### config.mk
export PLATFORM = sky130hd
export DESIGN_NAME = decode_issue_ctrl
export DESIGN_NICKNAME = d
export VERILOG_FILES = /design/src/rtl/decode_issue_ctrl.sv
export SDC_FILE = /design/constraint.sdc
export NUM_CORES = 1
export LEC_CHECK = 0
export BUFFER_PORTS_ARGS = -buffer_cell sky130_fd_sc_hd__buf_2
export CAP_MARGIN = 40
export CELL_PAD_IN_SITES_DETAIL_PLACEMENT = 0
export CELL_PAD_IN_SITES_GLOBAL_PLACEMENT = 2
export CORE_MARGIN = 1.5
export CORE_UTILIZATION = 34
export CTS_CLUSTER_SIZE = 28
export DETAILED_ROUTE_END_ITERATION = 6
export PLACE_DENSITY = 0.9
export SYNTH_ARGS = -nofsm -noshare
export SYNTH_HDL_FRONTEND = slang
export SYNTH_SLANG_ARGS = --single-unit
### constraint.sdc
create_clock -name clk -period 3.67 [get_ports clk]
set_input_delay 0.734 -clock clk [delete_from_list [all_inputs] [get_ports clk]]
set_output_delay 0.734 -clock clk [all_outputs]
set_load 0.005 [all_outputs]
### src/rtl/decode_issue_ctrl.sv
// Purpose : decode-to-execute issue register with a 32-entry RAW/WAW scoreboard and branch flush.
// Latency : an instruction accepted at edge N is presented (and valid if hazard-free) in cycle N+1.
// Backpr. : in_ready_o drops while the held instruction is blocked or execute holds out_ready_i low.
//
// Ports:
//   clk, rst           clock and asynchronous active-low reset
//   in_valid_i/ready_o decode handshake; pc_i, insn_i, opcode_i, rd_i, rs1_i, rs2_i carry the instruction
//   out_valid_o/ready_i execute handshake; out_pc_o, out_insn_o, out_rd_o carry the held instruction
//   wb_valid_i, wb_rd_i writeback retire of a register write (clears its pending bit)
//   flush_i            branch redirect; drops held and offered work
//   state_o            IDLE=0, BLOCKED=1, READY=2
//   stall_cnt_o        saturating count of cycles spent in BLOCKED
module decode_issue_ctrl #(
  parameter int DWIDTH = 32,
  parameter int AWIDTH = 32,
  parameter int CNTW   = 16
) (
  input  logic              clk,
  input  logic              rst,
  input  logic              in_valid_i,
  output logic              in_ready_o,
  input  logic [AWIDTH-1:0] pc_i,
  input  logic [DWIDTH-1:0] insn_i,
  input  logic [6:0]        opcode_i,
  input  logic [4:0]        rd_i,
  input  logic [4:0]        rs1_i,
  input  logic [4:0]        rs2_i,
  output logic              out_valid_o,
  input  logic              out_ready_i,
  output logic [AWIDTH-1:0] out_pc_o,
  output logic [DWIDTH-1:0] out_insn_o,
  output logic [4:0]        out_rd_o,
  input  logic              wb_valid_i,
  input  logic [4:0]        wb_rd_i,
  input  logic              flush_i,
  output logic [1:0]        state_o,
  output logic [CNTW-1:0]   stall_cnt_o
);

  typedef enum logic [1:0] {
    IDLE    = 2'd0,
    BLOCKED = 2'd1,
    READY   = 2'd2
  } state_t;

  // Everything latched with the held instruction, including its register-use flags.
  typedef struct packed {
    logic [AWIDTH-1:0] pc;
    logic [DWIDTH-1:0] insn;
    logic [4:0]        rd;
    logic [4:0]        rs1;
    logic [4:0]        rs2;
    logic              rd_use;
    logic              rs1_use;
    logic              rs2_use;
  } meta_t;

  meta_t           in_meta;
  meta_t           held;
  logic            held_vld;
  logic [31:0]     pending;
  logic [31:0]     pending_nxt;
  logic [CNTW-1:0] stall_cnt;
  state_t          state;
  logic            hazard;
  logic            issue;
  logic            accept;

  // Register-use class of the offered instruction.
  always_comb begin
    in_meta         = '0;
    in_meta.pc      = pc_i;
    in_meta.insn    = insn_i;
    in_meta.rd      = rd_i;
    in_meta.rs1     = rs1_i;
    in_meta.rs2     = rs2_i;
    case (opcode_i)
      7'b0110011: begin
        in_meta.rs1_use = 1'b1;
        in_meta.rs2_use = 1'b1;
        in_meta.rd_use  = 1'b1;
      end
      7'b0010011, 7'b0000011, 7'b1100111, 7'b1110011: begin
        in_meta.rs1_use = 1'b1;
        in_meta.rd_use  = 1'b1;
      end
      7'b0100011, 7'b1100011: begin
        in_meta.rs1_use = 1'b1;
        in_meta.rs2_use = 1'b1;
      end
      7'b0110111, 7'b0010111, 7'b1101111: begin
        in_meta.rd_use  = 1'b1;
      end
      default: begin
        in_meta.rs1_use = 1'b0;
      end
    endcase
  end

  // Hazards look only at the registered scoreboard; a writeback clear is seen one cycle later.
  always_comb begin
    hazard = 1'b0;
    if (held.rs1_use && (held.rs1 != 5'd0) && pending[held.rs1]) hazard = 1'b1;
    if (held.rs2_use && (held.rs2 != 5'd0) && pending[held.rs2]) hazard = 1'b1;
    if (held.rd_use  && (held.rd  != 5'd0) && pending[held.rd])  hazard = 1'b1;
  end

  always_comb begin
    if (!held_vld)   state = IDLE;
    else if (hazard) state = BLOCKED;
    else             state = READY;
  end

  assign out_valid_o = (state == READY);
  assign issue       = out_valid_o && out_ready_i && !flush_i;
  assign in_ready_o  = flush_i || (state == IDLE) || issue;
  assign accept      = in_valid_i && in_ready_o && !flush_i;

  // Clear first, then set, so an issue and a writeback to the same rd leave it pending.
  // issue is already gated by flush_i, so a flush never sets a bit.
  always_comb begin
    pending_nxt = pending;
    if (wb_valid_i && (wb_rd_i != 5'd0)) pending_nxt[wb_rd_i] = 1'b0;
    if (issue && held.rd_use && (held.rd != 5'd0)) pending_nxt[held.rd] = 1'b1;
    pending_nxt[0] = 1'b0;
  end

  always_ff @(posedge clk or negedge rst) begin
    if (!rst) begin
      held_vld <= 1'b0;
      held     <= '0;
    end else if (flush_i) begin
      held_vld <= 1'b0;
    end else if (accept) begin
      held_vld <= 1'b1;
      held     <= in_meta;
    end else if (issue) begin
      held_vld <= 1'b0;
    end
  end

  always_ff @(posedge clk or negedge rst) begin
    if (!rst) begin
      pending <= '0;
    end else begin
      pending <= pending_nxt;
    end
  end

  always_ff @(posedge clk or negedge rst) begin
    if (!rst) begin
      stall_cnt <= '0;
    end else if ((state == BLOCKED) && (stall_cnt != {CNTW{1'b1}})) begin
      stall_cnt <= stall_cnt + {{(CNTW-1){1'b0}}, 1'b1};
    end
  end

  assign state_o     = state;
  assign stall_cnt_o = stall_cnt;
  assign out_pc_o    = held.pc;
  assign out_insn_o  = held.insn;
  assign out_rd_o    = held.rd;

endmodule
==> flow_summary_export.csv <==
group,metric,value,unit
route,wl,16470,µm
sta,finalCritPeriodShare,95.65,%
setup_path,cp_data_required_time,2940,ps
sta,rsz0062_at_grt,"false",
route,routed_via_density,4.968,
clocking,numCtsBuffers,17,
finish,layout_commonest_cell,"buf_2",
synthesis,synth.avg_cell_area,11.79,µm²
place,pre_cts_ws,302.9,ps
clocking,cts_root_buf,"clkbuf_16",
finish,area_delta_synth_final,19.64,%
route,wl_per_cell,16.93,µm
worst_hold_path,hp-class,"in2async",
sta,fmax,0.2849,GHz
synthesis,synth_fp_nets,670,
clocking,clk_path_buf_depth,2,
floorplanning,dieHeight,143.9,µm
floorplanning,std_cell_rows,51,
synthesis,netlist_area,6745,µm²
finish,num-nets-final,793,
sta,totalNegativeSetupSlack,0,ps
clocking,h-tree-depth,4,
floorplanning,die_area,20690,µm²
setup_path,endpoint_kind,"primary output",
place,dp_hpwl,12240,µm
clocking,clock_sinks,130,
sta,hold_violations,0,
global_routing,grt_max_degree,83,
sta,slew_headroom,56.65,%
setup_path,critPathKind,"reg2out",
synthesis,ys_seq_elements,130,
setup_path,worstPathArrival,2780,ps
synthesis,synth_top_flop_cell,"dfrtp_1",
finish,layout_common_cells,"buf_2, dfrtp_1, o21ai_0",
synthesis,synth_largest_area_cell,"dfrtp_1",
clocking,cts_tree,"built",
setup_path,path_max_fanout,6,
route,drt_iter0_drc,256,
floorplanning,fp.coreArea,19460,µm²
finish,n_antenna_cell,0,
synthesis,synth_area_leaders,"dfrtp_1, mux2_2, buf_4",
clocking,worstSkewPairLatency,420,ps
power_and_ir_drop,p_per_area,517.2,nW/µm²
sta,worst_clock_skew,16.70,ps
finish,postLayoutCellArea,8070,µm²
setup_path,cp-start-kind,"register",
global_routing,grt_pass1_vias,4628,
power_and_ir_drop,ir_worst_vdd,0.2930,mV
floorplanning,die_w,143.9,µm
global_routing,grtUsageTotal,16.18,%
outcome,outcome,"finished, final reports clean",
setup_path,r2r_cells,10,
sta,fin_ws,159.8,ps
synthesis,netlist_instances,572,
global_routing,grt_first_pass_wirelength,25330,µm
global_routing,grt-ovfl-total,0,
global_routing,antenna_found_initial,0,
route,drc_errors,0,
synthesis,synth_top_area_share,48.23,%
synthesis,yosysWarnings,0,
place,portBuffers,185,
finish,drive_gt1_share,42.51,%
place,placed_area,7432,µm²
finish,nFillCells,1873,
sta,setup_viol,0,
route,first_pass_iters,4,
place,gp_congestion,0.8319,
synthesis,yosysSeqAreaShare,48.23,%
route,vias,4834,
sta,period_needed,3510,ps
power_and_ir_drop,power.leakage,0.003711,µW
synthesis,ys_types,48,
synthesis,ys_async_sr_fraction,100.0,%
floorplanning,pin_count,186,
job,cap_violations,0,
sta,tightest_slew,650.2,ps
route,antenna_left,0,
synthesis,synth_edf_count,0,
clocking,cts.clk_slew.worst_paths,60,ps
floorplanning,initial_core_util,34.66,%
sta,slew_violations,0,
==> worst max-delay path: stages, from the launching register on <==
cell      delay (ps)
dfrtp_2          430
mux4_2           510
and3b_1          170
o311ai_1         230
a32oi_1          110
a311oi_2         240
buf_4            170
nand3_1          180
nand3b_1         160
buf_2            140
==> sequential cells by signal (all words and copies together), names as in the netlist <==
register / flops
out_insn_o: 32
out_pc_o: 32
pending: 31
stall_cnt_o: 16
held: 13
out_rd_o: 5
held_vld: 1
==> cells in the mapped netlist, drive strengths merged, types with 3 or more instances <==
cell,number
nor4,7
nand2b,3
or3,4
o21ai,65
nand3b,10
nor3b,3
inv,3
nor2b,7
nor2,11
nand3,9
nor4b,3
xor2,13
a2111oi,3
nand2,28
or3b,5
mux4,11
dfrtp,130
mux2i,22
clkbuf,11
buf,85
mux2,88
a22oi,4
nand4,4
and3,5
nor3,9
a21oi,4
nand4b,4
==> kinds of logic after synthesis <==
family	after synthesis	share of synthesized area, %
AOI/OAI and AO/OA	90	7.902
and+or+nand+nor	116	9.738
xor gates and xnor gates	15	1.948
buffers and inverters	99	10.37
DFF	130	48.23
muxes	121	21.63
adders and majority gates	1	0.1855
==> cell type report <==
| type | instances | area (µm²) | area share (%) |
|---|---|---|---|
| flip-flops and latches | 130 | 3257 | 40.36 |
| multi-input cells | 343 | 2793 | 34.60 |
| repair buffers | 200 | 1066 | 13.21 |
| clock buffers | 20 | 456.7 | 5.659 |
| well taps | 265 | 331.6 | 4.109 |
| clock inverters | 12 | 155.1 | 1.922 |
| inverters | 3 | 11.26 | 0.1395 |
==> worst paths after layout <==
kind | start | to | slack, ps
worst min register to register | out_insn_o[28] | out_insn_o[28] | 480
worst min-delay path | rst | out_insn_o[13] | 320
worst max register to register | held[3] | out_insn_o[30] | 450
max in group asynchronous | rst | stall_cnt_o[13] | 2470
min in group clk | out_insn_o[28] | out_insn_o[28] | 480
worst max-delay path | held[3] | in_ready_o | 160
==> repair_timing <==
item,4_1_cts,5_1_grt
pin swaps,0,1
hold endpoints to repair,0,0
cloned,0,0
setup endpoints to repair,1,2
hold buffers,0,0
buffers inserted,0,3
resized for setup,1,2
==> where the power goes <==
| group | internal (µW) | switching, µW | leakage, µW |
|---|---|---|---|
| Clock | 1100 | 634 | 0.000296 |
| Sequential | 1610 | 166 | 0.00163 |
| Combinational | 368 | 294 | 0.00178 |
==> through the flow <==
stage / util [%] / power, µW / cells / hold WS [ps]
detailed placement: 38.19 / 2467 / 938 / 469.6
global placement: 38.19 / 2453 / 938 / 463.0
CTS: 41.34 / 4223 / 970 / 337.1
finish: 41.47 / 4174 / 973 / 321.9
global route: 41.47 / 4396 / 973 / 367.9
floorplan: - / 2304 / 572 / 438.4
==> per-layer routing <==
layer | track usage [%] | routed length (µm) | up-vias
li1 | - | - | 2261
met1 | 20.99 | 7215 | 2369
met2 | 25.59 | 7547 | 191
met3 | 4.832 | 1496 | 13
met4 | 5.639 | 211 | 0
met5 | 0 | 0 | -
Note: power is estimated with default switching activity, not from simulation.
